$ cat src/rtl/traffic_pkg.sv
// -----------------------------------------------------------------------------
// traffic_pkg
//   Shared definitions for the intersection blocks. The upstream light
//   controller and the pedestrian signal agree on the vehicle light encoding
//   through this package, and the pedestrian FSM state encoding lives here so
//   that any observer (debug taps, the controller) decodes it the same way.
//
//   Contents:
//     light_t       vehicle light code, 2 bits (RED/GREEN/YELLOW/ILLEGAL)
//     LIGHT_*       the same codes as plain 2-bit constants for comparisons
//     ped_state_t   pedestrian FSM states (IDLE, WALK, FLASH)
//     is_red()      helper: true when a light code is steady red
// -----------------------------------------------------------------------------
package traffic_pkg;

  typedef enum logic [1:0] {
    RED     = 2'b00,
    GREEN   = 2'b01,
    YELLOW  = 2'b10,
    ILLEGAL = 2'b11
  } light_t;

  localparam logic [1:0] LIGHT_RED     = 2'b00;
  localparam logic [1:0] LIGHT_GREEN   = 2'b01;
  localparam logic [1:0] LIGHT_YELLOW  = 2'b10;
  localparam logic [1:0] LIGHT_ILLEGAL = 2'b11;

  typedef enum logic [1:0] {
    PED_IDLE  = 2'b00,
    PED_WALK  = 2'b01,
    PED_FLASH = 2'b10
  } ped_state_t;

  function automatic logic is_red(input logic [1:0] code);
    return (code == LIGHT_RED);
  endfunction

endpackage

$ cat src/rtl/pedestrian_signal.sv
// -----------------------------------------------------------------------------
// pedestrian_signal
//   Pedestrian crossing lamp controller slaved to a vehicle light controller.
//   A crossing is granted only on the cycle the vehicle light enters red
//   (red_entry) and only if a request is latched or being pressed. The
//   crossing is WALK for WALK_CYCLES cycles, then FLASH (dont_walk blinking,
//   starting lit) for FLASH_CYCLES cycles, then back to IDLE. Any non-red
//   light during a crossing aborts it. An illegal light code sets a sticky
//   fault that blocks all crossings until reset.
//
//   Parameters:
//     WALK_CYCLES   steady-walk cycles per crossing, 1..15
//     FLASH_CYCLES  flashing dont_walk cycles after walk, 1..15
//
//   Ports:
//     clk          in   clock, rising edge
//     reset        in   asynchronous active-high reset
//     light[1:0]   in   vehicle light code (00 red, 01 green, 10 yellow, 11 illegal)
//     ped_req      in   pedestrian button, level-sampled
//     walk         out  walk lamp (registered)
//     dont_walk    out  don't-walk lamp (registered)
//     req_pending  out  latched request awaiting a red entry
//     fault        out  sticky illegal-light-code flag
//     countdown    out  remaining crossing cycles (4 bits)
//
//   Build option:
//     PED_COUNTDOWN_EN  when defined, countdown reports remaining crossing
//                       cycles (saturating at 15); otherwise it is tied to 0
//                       and no countdown logic exists.
// -----------------------------------------------------------------------------
module pedestrian_signal
  import traffic_pkg::*;
#(
  parameter int WALK_CYCLES  = 3,
  parameter int FLASH_CYCLES = 2
) (
  input  logic       clk,
  input  logic       reset,
  input  logic [1:0] light,
  input  logic       ped_req,
  output logic       walk,
  output logic       dont_walk,
  output logic       req_pending,
  output logic       fault,
  output logic [3:0] countdown
);

  localparam logic [3:0] WALK_LOAD  = 4'(WALK_CYCLES - 1);
  localparam logic [3:0] FLASH_LOAD = 4'(FLASH_CYCLES - 1);

  ped_state_t state_q, state_d;
  logic [1:0] prev_light_q;
  logic [3:0] cnt_q, cnt_d;
  logic       walk_q, walk_d;
  logic       dont_walk_q, dont_walk_d;
  logic       req_pending_q, req_pending_d;
  logic       fault_q, fault_d;

  logic light_red;
  logic red_entry;

  assign light_red = is_red(light);
  // prev_light resets to red, so a red already present at reset release is
  // not mistaken for a fresh transition into red.
  assign red_entry = light_red && !is_red(prev_light_q);

  always_ff @(posedge clk or posedge reset) begin
    if (reset) begin
      state_q       <= PED_IDLE;
      prev_light_q  <= LIGHT_RED;
      cnt_q         <= 4'd0;
      walk_q        <= 1'b0;
      dont_walk_q   <= 1'b1;
      req_pending_q <= 1'b0;
      fault_q       <= 1'b0;
    end else begin
      state_q       <= state_d;
      prev_light_q  <= light;
      cnt_q         <= cnt_d;
      walk_q        <= walk_d;
      dont_walk_q   <= dont_walk_d;
      req_pending_q <= req_pending_d;
      fault_q       <= fault_d;
    end
  end

  always_comb begin
    state_d       = state_q;
    cnt_d         = cnt_q;
    walk_d        = walk_q;
    dont_walk_d   = dont_walk_q;
    req_pending_d = req_pending_q;
    fault_d       = fault_q;

    unique case (state_q)
      PED_IDLE: begin
        walk_d      = 1'b0;
        dont_walk_d = 1'b1;
        if (red_entry && (req_pending_q || ped_req) && !fault_q) begin
          // A press coinciding with red entry goes straight to WALK and is
          // never latched.
          state_d       = PED_WALK;
          cnt_d         = WALK_LOAD;
          walk_d        = 1'b1;
          dont_walk_d   = 1'b0;
          req_pending_d = 1'b0;
        end else if (ped_req) begin
          req_pending_d = 1'b1;
        end
      end

      PED_WALK: begin
        if (!light_red) begin
          state_d     = PED_IDLE;
          cnt_d       = 4'd0;
          walk_d      = 1'b0;
          dont_walk_d = 1'b1;
        end else if (cnt_q == 4'd0) begin
          state_d     = PED_FLASH;
          cnt_d       = FLASH_LOAD;
          walk_d      = 1'b0;
          dont_walk_d = 1'b1;
        end else begin
          cnt_d = cnt_q - 4'd1;
        end
      end

      PED_FLASH: begin
        walk_d = 1'b0;
        if (!light_red || (cnt_q == 4'd0)) begin
          state_d     = PED_IDLE;
          cnt_d       = 4'd0;
          dont_walk_d = 1'b1;
        end else begin
          cnt_d       = cnt_q - 4'd1;
          dont_walk_d = !dont_walk_q;
        end
      end

      default: begin
        state_d     = PED_IDLE;
        cnt_d       = 4'd0;
        walk_d      = 1'b0;
        dont_walk_d = 1'b1;
      end
    endcase

    // An illegal code overrides everything: latch the fault and drop to a
    // safe IDLE. red_entry is false for this code, so IDLE cannot start WALK.
    if (light == LIGHT_ILLEGAL) begin
      fault_d     = 1'b1;
      state_d     = PED_IDLE;
      cnt_d       = 4'd0;
      walk_d      = 1'b0;
      dont_walk_d = 1'b1;
    end
  end

  assign walk        = walk_q;
  assign dont_walk   = dont_walk_q;
  assign req_pending = req_pending_q;
  assign fault       = fault_q;

`ifdef PED_COUNTDOWN_EN
  localparam logic [4:0] FLASH_SPAN = 5'(FLASH_CYCLES);

  logic [3:0] countdown_q, countdown_d;
  logic [4:0] walk_remaining;

  // Derived from the next state so countdown is registered alongside the
  // lamps. WALK + FLASH can exceed 15, so the WALK figure saturates.
  always_comb begin
    walk_remaining = {1'b0, cnt_d} + 5'd1 + FLASH_SPAN;
    countdown_d    = 4'd0;
    unique case (state_d)
      PED_WALK:  countdown_d = (walk_remaining > 5'd15) ? 4'd15 : walk_remaining[3:0];
      PED_FLASH: countdown_d = cnt_d + 4'd1;
      default:   countdown_d = 4'd0;
    endcase
  end

  always_ff @(posedge clk or posedge reset) begin
    if (reset) begin
      countdown_q <= 4'd0;
    end else begin
      countdown_q <= countdown_d;
    end
  end

  assign countdown = countdown_q;
`else
  assign countdown = 4'd0;
`endif

endmodule

$ cat config.mk
export PLATFORM = sky130hd
export DESIGN_NAME = pedestrian_signal
export DESIGN_NICKNAME = d
export VERILOG_FILES = /design/src/rtl/traffic_pkg.sv /design/src/rtl/pedestrian_signal.sv
export SDC_FILE = /design/constraint.sdc
export NUM_CORES = 1
export LEC_CHECK = 0
export CAP_MARGIN = 40
export CORE_AREA = 2 2 39 41
export CTS_BUF_LIST = sky130_fd_sc_hd__clkbuf_16
export DETAILED_ROUTE_END_ITERATION = 7
export DIE_AREA = 0 0 41 43
export PLACE_DENSITY = 0.8
export SLEW_MARGIN = 20
export SYNTH_ARGS = -nofsm -noshare
export SYNTH_HDL_FRONTEND = slang
export SYNTH_SLANG_ARGS = --single-unit
$ cat constraint.sdc
create_clock -name clk -period 2.5 [get_ports clk]
set_input_delay 0.625 -clock clk [delete_from_list [all_inputs] [get_ports clk]]
set_output_delay 0.625 -clock clk [all_outputs]
set_load 0.05 [all_outputs]
-- Word-level counts from Yosys, hierarchy flattened
Cells that the tools add are included.
Widths: inputs -> output; s select.
- output and inout port bits: 8
- register bits: 12
- bits in writable memories: 0
- memory bits (read-only): 0
- memories: 0
- latch bits: 0
- magnitude comparators: 0
- bitwise logic cells: 0
- multiplexer cells: 25
- shifts and indexed selects: 0
- divide/modulo/power cells: 0
- reduce and logical (&&, ||, !) cells: 16
- multipliers: 0
- eq/ne operators: 6
- add/sub/neg operators: 1
- operators by type and width (cell ; count):
    $mux 4 ; 5
    $pmux 4 s3 ; 1
    $mux 1 ; 11
    $mux 2 ; 5
    $logic_not 2->1 ; 3
    $ne 3x3->1 const B ; 2
    $pmux 2 s3 ; 1
    $eq 2x2->1 const B ; 2
    $logic_not 1->1 ; 4
    $logic_not 4->1 ; 1
    $ne 4x4->1 const B ; 1
    $sub 4x1->4 const B ; 1
    $logic_and 1x1->1 ; 3
    $pmux 1 s3 ; 1
    $reduce_and 3->1 ; 1
    $eq 2x1->1 const B ; 1
    $logic_or 1x1->1 ; 2
    $pmux 1 s2 ; 1
    $reduce_and 2->1 ; 1
    $reduce_bool 2->1 ; 1

-- Depth between registers and ports, before layout
- depth after elaboration: 8
- mapped depth: 5

-- Worst setup path before layout
No wires, ideal clock.
- path kind: flip-flop to flip-flop
- start point: register fault_q (netlist: fault)
- end point: register cnt_q[0]
- cell stages (with the launch flop): 4
- library setup time: 0.126 ns
- path buffers: 0
- arrival time: 1.324 ns
- slack: 1.050 ns
- clock period less this slack: 1.450 ns
- cell sequence: dfrtp_1 o21ba_2 a31oi_1 a221o_1
- word-level cells in the longest chain between the ends: 3
- RTL lines (item ; line ; RTL):
    start: declaration ; pedestrian_signal.sv:57 ; logic fault_q, fault_d;
    start signal: assignment ; pedestrian_signal.sv:83 ; fault_q <= fault_d;
    $logic_not 1->1 ; pedestrian_signal.sv:99 ; if (red_entry && (req_pending_q || ped_req) && !fault_q) begin
    $logic_and 1x1->1 ; pedestrian_signal.sv:99 ;
    $ne 3x3->1 (no line) ; n/a ;
    end signal: assignment ; pedestrian_signal.sv:79 ; cnt_q <= cnt_d;
    end: declaration ; pedestrian_signal.sv:53 ; logic [3:0] cnt_q, cnt_d;
Every way passes these cells.
A chain may end at the register's enable or synchronous reset.

-- Final worst setup path
- start point: register dont_walk_q (netlist: dont_walk)
- end point: output dont_walk
- RTL lines (item ; line ; RTL):
    start: declaration ; pedestrian_signal.sv:55 ; logic dont_walk_q, dont_walk_d;
    start signal: assignment ; pedestrian_signal.sv:81 ; dont_walk_q <= dont_walk_d;
    end: declaration ; pedestrian_signal.sv:42 ; output logic dont_walk,
No word-level cell between the ends.

==> flow_metrics.tcl <==
set metrics [dict create \
    startpoint "dont_walk" \
    synth.distinct_cells 32 \
    ff2ff_setup_slack_ns 0.97 \
    route.vias.total 471 \
    cts.path.max_buffers 2 \
    path_cells "clkdlybuf4s50_1" \
    synth_fa_ha_area_frac 0.0372 \
    dr_wl_met2_um 573 \
    required_ns 1.88 \
    cts-root-buf "clkbuf_16" \
    cts_resized 0 \
    internal_power_uw 416 \
    cts_tree "done" \
    routed_wirelength_mm 1.18 \
    initial_core_util 0.486 \
    finalPower_uw 524 \
    clkPwrFrac 0.562 \
    timing.rr.start "cnt_q[0]" \
    wl_met3_um 65 \
    min_path_type "register to register" \
    hold_start "fault" \
    drc 0 \
    cp_slowest_cell "clkdlybuf4s50_1" \
    place_area_um2 733 \
    rows 14 \
    p_leak_uw 0.000344 \
    track_usage 0.179 \
    synthSimpleGateAreaFrac 0.214 \
    viasPerCell 5.29 \
    drv_cap 0 \
    yosys-mux-area-fraction 0 \
    cts-buffers-inserted 3 \
    top_layer_used "met4" \
    cpPeakStageDelay_ns 0.79 \
    hold_depth 1 \
    finalSetupTns_ns 0 \
    antenna_cells 0 \
    first_pass_iters 4 \
    synth_area_leaders "dfrtp_1 41%, buf_4 4.5%, dfstp_2 3.9%, ha_1 3.7%, nand2b_1 3.7%" \
    hpwl_um 881 \
    synth-seq-cells 12 \
    p_sw_frac 0.207 \
    synth_top_flop_cell "dfrtp_1" \
    grt_setup_unrepaired "false" \
    critPathTopFamily "buffers and inverters" \
    drtIter0Drc 6 \
    seqPwrFrac 0.376 \
    clk_pin_slew_ns 0.04 \
    grt_remaining_overflow 0 \
    timing.fmax_mhz 457 \
    synth_compound_area_frac 0.177 \
    n_fill_cell 120 \
    grt_pass1_vias 438 \
    postRouteAntennaNets 0 \
    path_class "register to primary output" \
    clk_latency_ns 0.24 \
    critical_path_buf_inv_count 1 \
    gp_congestion 0.777 \
    grt_max_degree 13 \
    worst_pin_slew_ns 0.496 \
    wl_met1_um 507 \
    synth_top_family_by_area "simple AND/OR/NAND/NOR gates" \
    hold_violations 0 \
    power_frac_comb 0.062 \
    ir_drop_mv 0.391 \
    r2r-end "cnt_q[2]" \
    post_cts_buffers 0 \
    netlist.top_cell.by_area "dfrtp_1" \
    switchingPower_uw 108 \
    wl_per_cell_um 13.2 \
    die_h_um 43 \
    r2r_cells 5 \
    final_layout_size_suffix_gt1_frac 0.110 \
    antenna_found_initial 0 \
    htree_num_levels 1 \
    coreArea_um2 1380 \
    synth-seq-area-share 0.448 \
    synth_top_area_frac 0.409 \
    fin_nets 81 \
    worst-endpoint-arrival_ns 1.56 \
    pin_count 13 \
    cts_sinks 12 \
    synthCells 65 \
    final_max_slew_viol_count 0 \
    syn2layout_area_growth_pct 20.6 \
    final_cell_area_um2 812 \
    ys_warn_count 0 \
    final-setup-viol-count 0 \
    grt_pass1_wl_mm 2.06 \
    synth_area_per_cell_um2 10.4 \
    min_to "fault" \
    async_flop_share 1.00 \
    min_period_over_period 0.876 \
    synth_enable_flop_cells 0 \
    portBuffers 8 \
    critPathMaxFanout 3 \
    finClkSkew_ns 0.00125 \
    powerDensity_nw_per_um2 646 \
    dieArea_um2 1760 \
    status "complete, no violations" \
    hold_buffers 0 \
    die_x_um 41 \
    start_kind "register" \
    endpoint_kind "primary output" \
    fin_crit_ns 2.19 \
    synth-xor-area-share 0.0260 \
    relSlewSlack 0.669 \
    synth_area_um2 673 \
]
[area by class of cell]
class | count | area (µm²) | share of cell area
inverters | 3 | 11.3 | 0.0139
flip-flops and latches | 12 | 302 | 0.371
clock inverters | 1 | 3.75 | 0.00462
repair buffers | 8 | 80.1 | 0.0986
well taps | 16 | 20.0 | 0.0247
clock buffers | 3 | 75.1 | 0.0924
multi-input cells | 46 | 320 | 0.394
[cells in the final DEF, fill, tap and decap left out, types with 2 or more instances in the layout]
cell type and instances:
a221o_1 2, a21o_1 2, a21oi_1 4, nor2_1 5, dfrtp_1 11, clkbuf_16 3
nor4_1 2, a31oi_1 2, clkdlybuf4s50_1 8, conb_1 4, inv_1 3, ha_1 2
nand2_1 2, nand2b_1 4, nor2b_1 2
[flip-flops by register name, indices dropped and copies added, names as in the netlist]
register / cells
cnt_q: 4
prev_light_q: 2
state_q: 2
dont_walk: 1
fault: 1
req_pending: 1
walk: 1
[worst max path at each step]
stage / end / slack (ns) / cells past startpoint
global route: dont_walk / 0.28 / 1
floorplan: cnt_q[0] / 1.05 / 3
CTS: dont_walk / 0.30 / 1
global placement: walk / 0.49 / 4
finish: dont_walk / 0.31 / 1
detailed placement: req_pending / 0.47 / 4
[power by group through the flow]
stage / sequential (µW) / clock (µW) / combinational, µW
2_1_floorplan: 200 / 0 / 27.5
3_3_place_gp: 200 / 0 / 32.1
3_5_place_dp: 200 / 0 / 32.3
4_1_cts: 197 / 300 / 32.4
5_1_grt: 197 / 310 / 35.8
6_report: 197 / 295 / 32.3
[stage by stage]
| stage | hold slack, ns | cells | util | worst slack [ns] |
|---|---|---|---|---|
| floorplan | 0.489 | 68 | - | 1.05 |
| global placement | 0.472 | 85 | 0.530 | 0.493 |
| detailed placement | 0.472 | 85 | 0.530 | 0.468 |
| CTS | 0.482 | 89 | 0.587 | 0.303 |
| global route | 0.511 | 89 | 0.587 | 0.283 |
| finish | 0.472 | 89 | 0.587 | 0.311 |
[kinds of logic after synthesis]
| logic type | after synthesis |
|---|---|
| AOI/OAI and AO/OA | 16 |
| xor gates and xnor gates | 2 |
| adders and majority gates | 2 |
| buffers and inverters | 10 |
| DFF | 12 |
| other | 1 |
| and+or+nand+nor | 22 |
[per-layer routing]
metal | vias up | track usage
met5 | - | 0
met2 | 12 | 0.241
met1 | 217 | 0.243
met4 | 0 | 0.100
li1 | 237 | -
met3 | 5 | 0.0628
[Yosys cell counts, drive strengths merged (3+ instances only)]
master,instances
dfrtp,11
inv,3
a21oi,4
nand2b,4
buf,7
nor2,5
(Power assumes the default switching activity.)
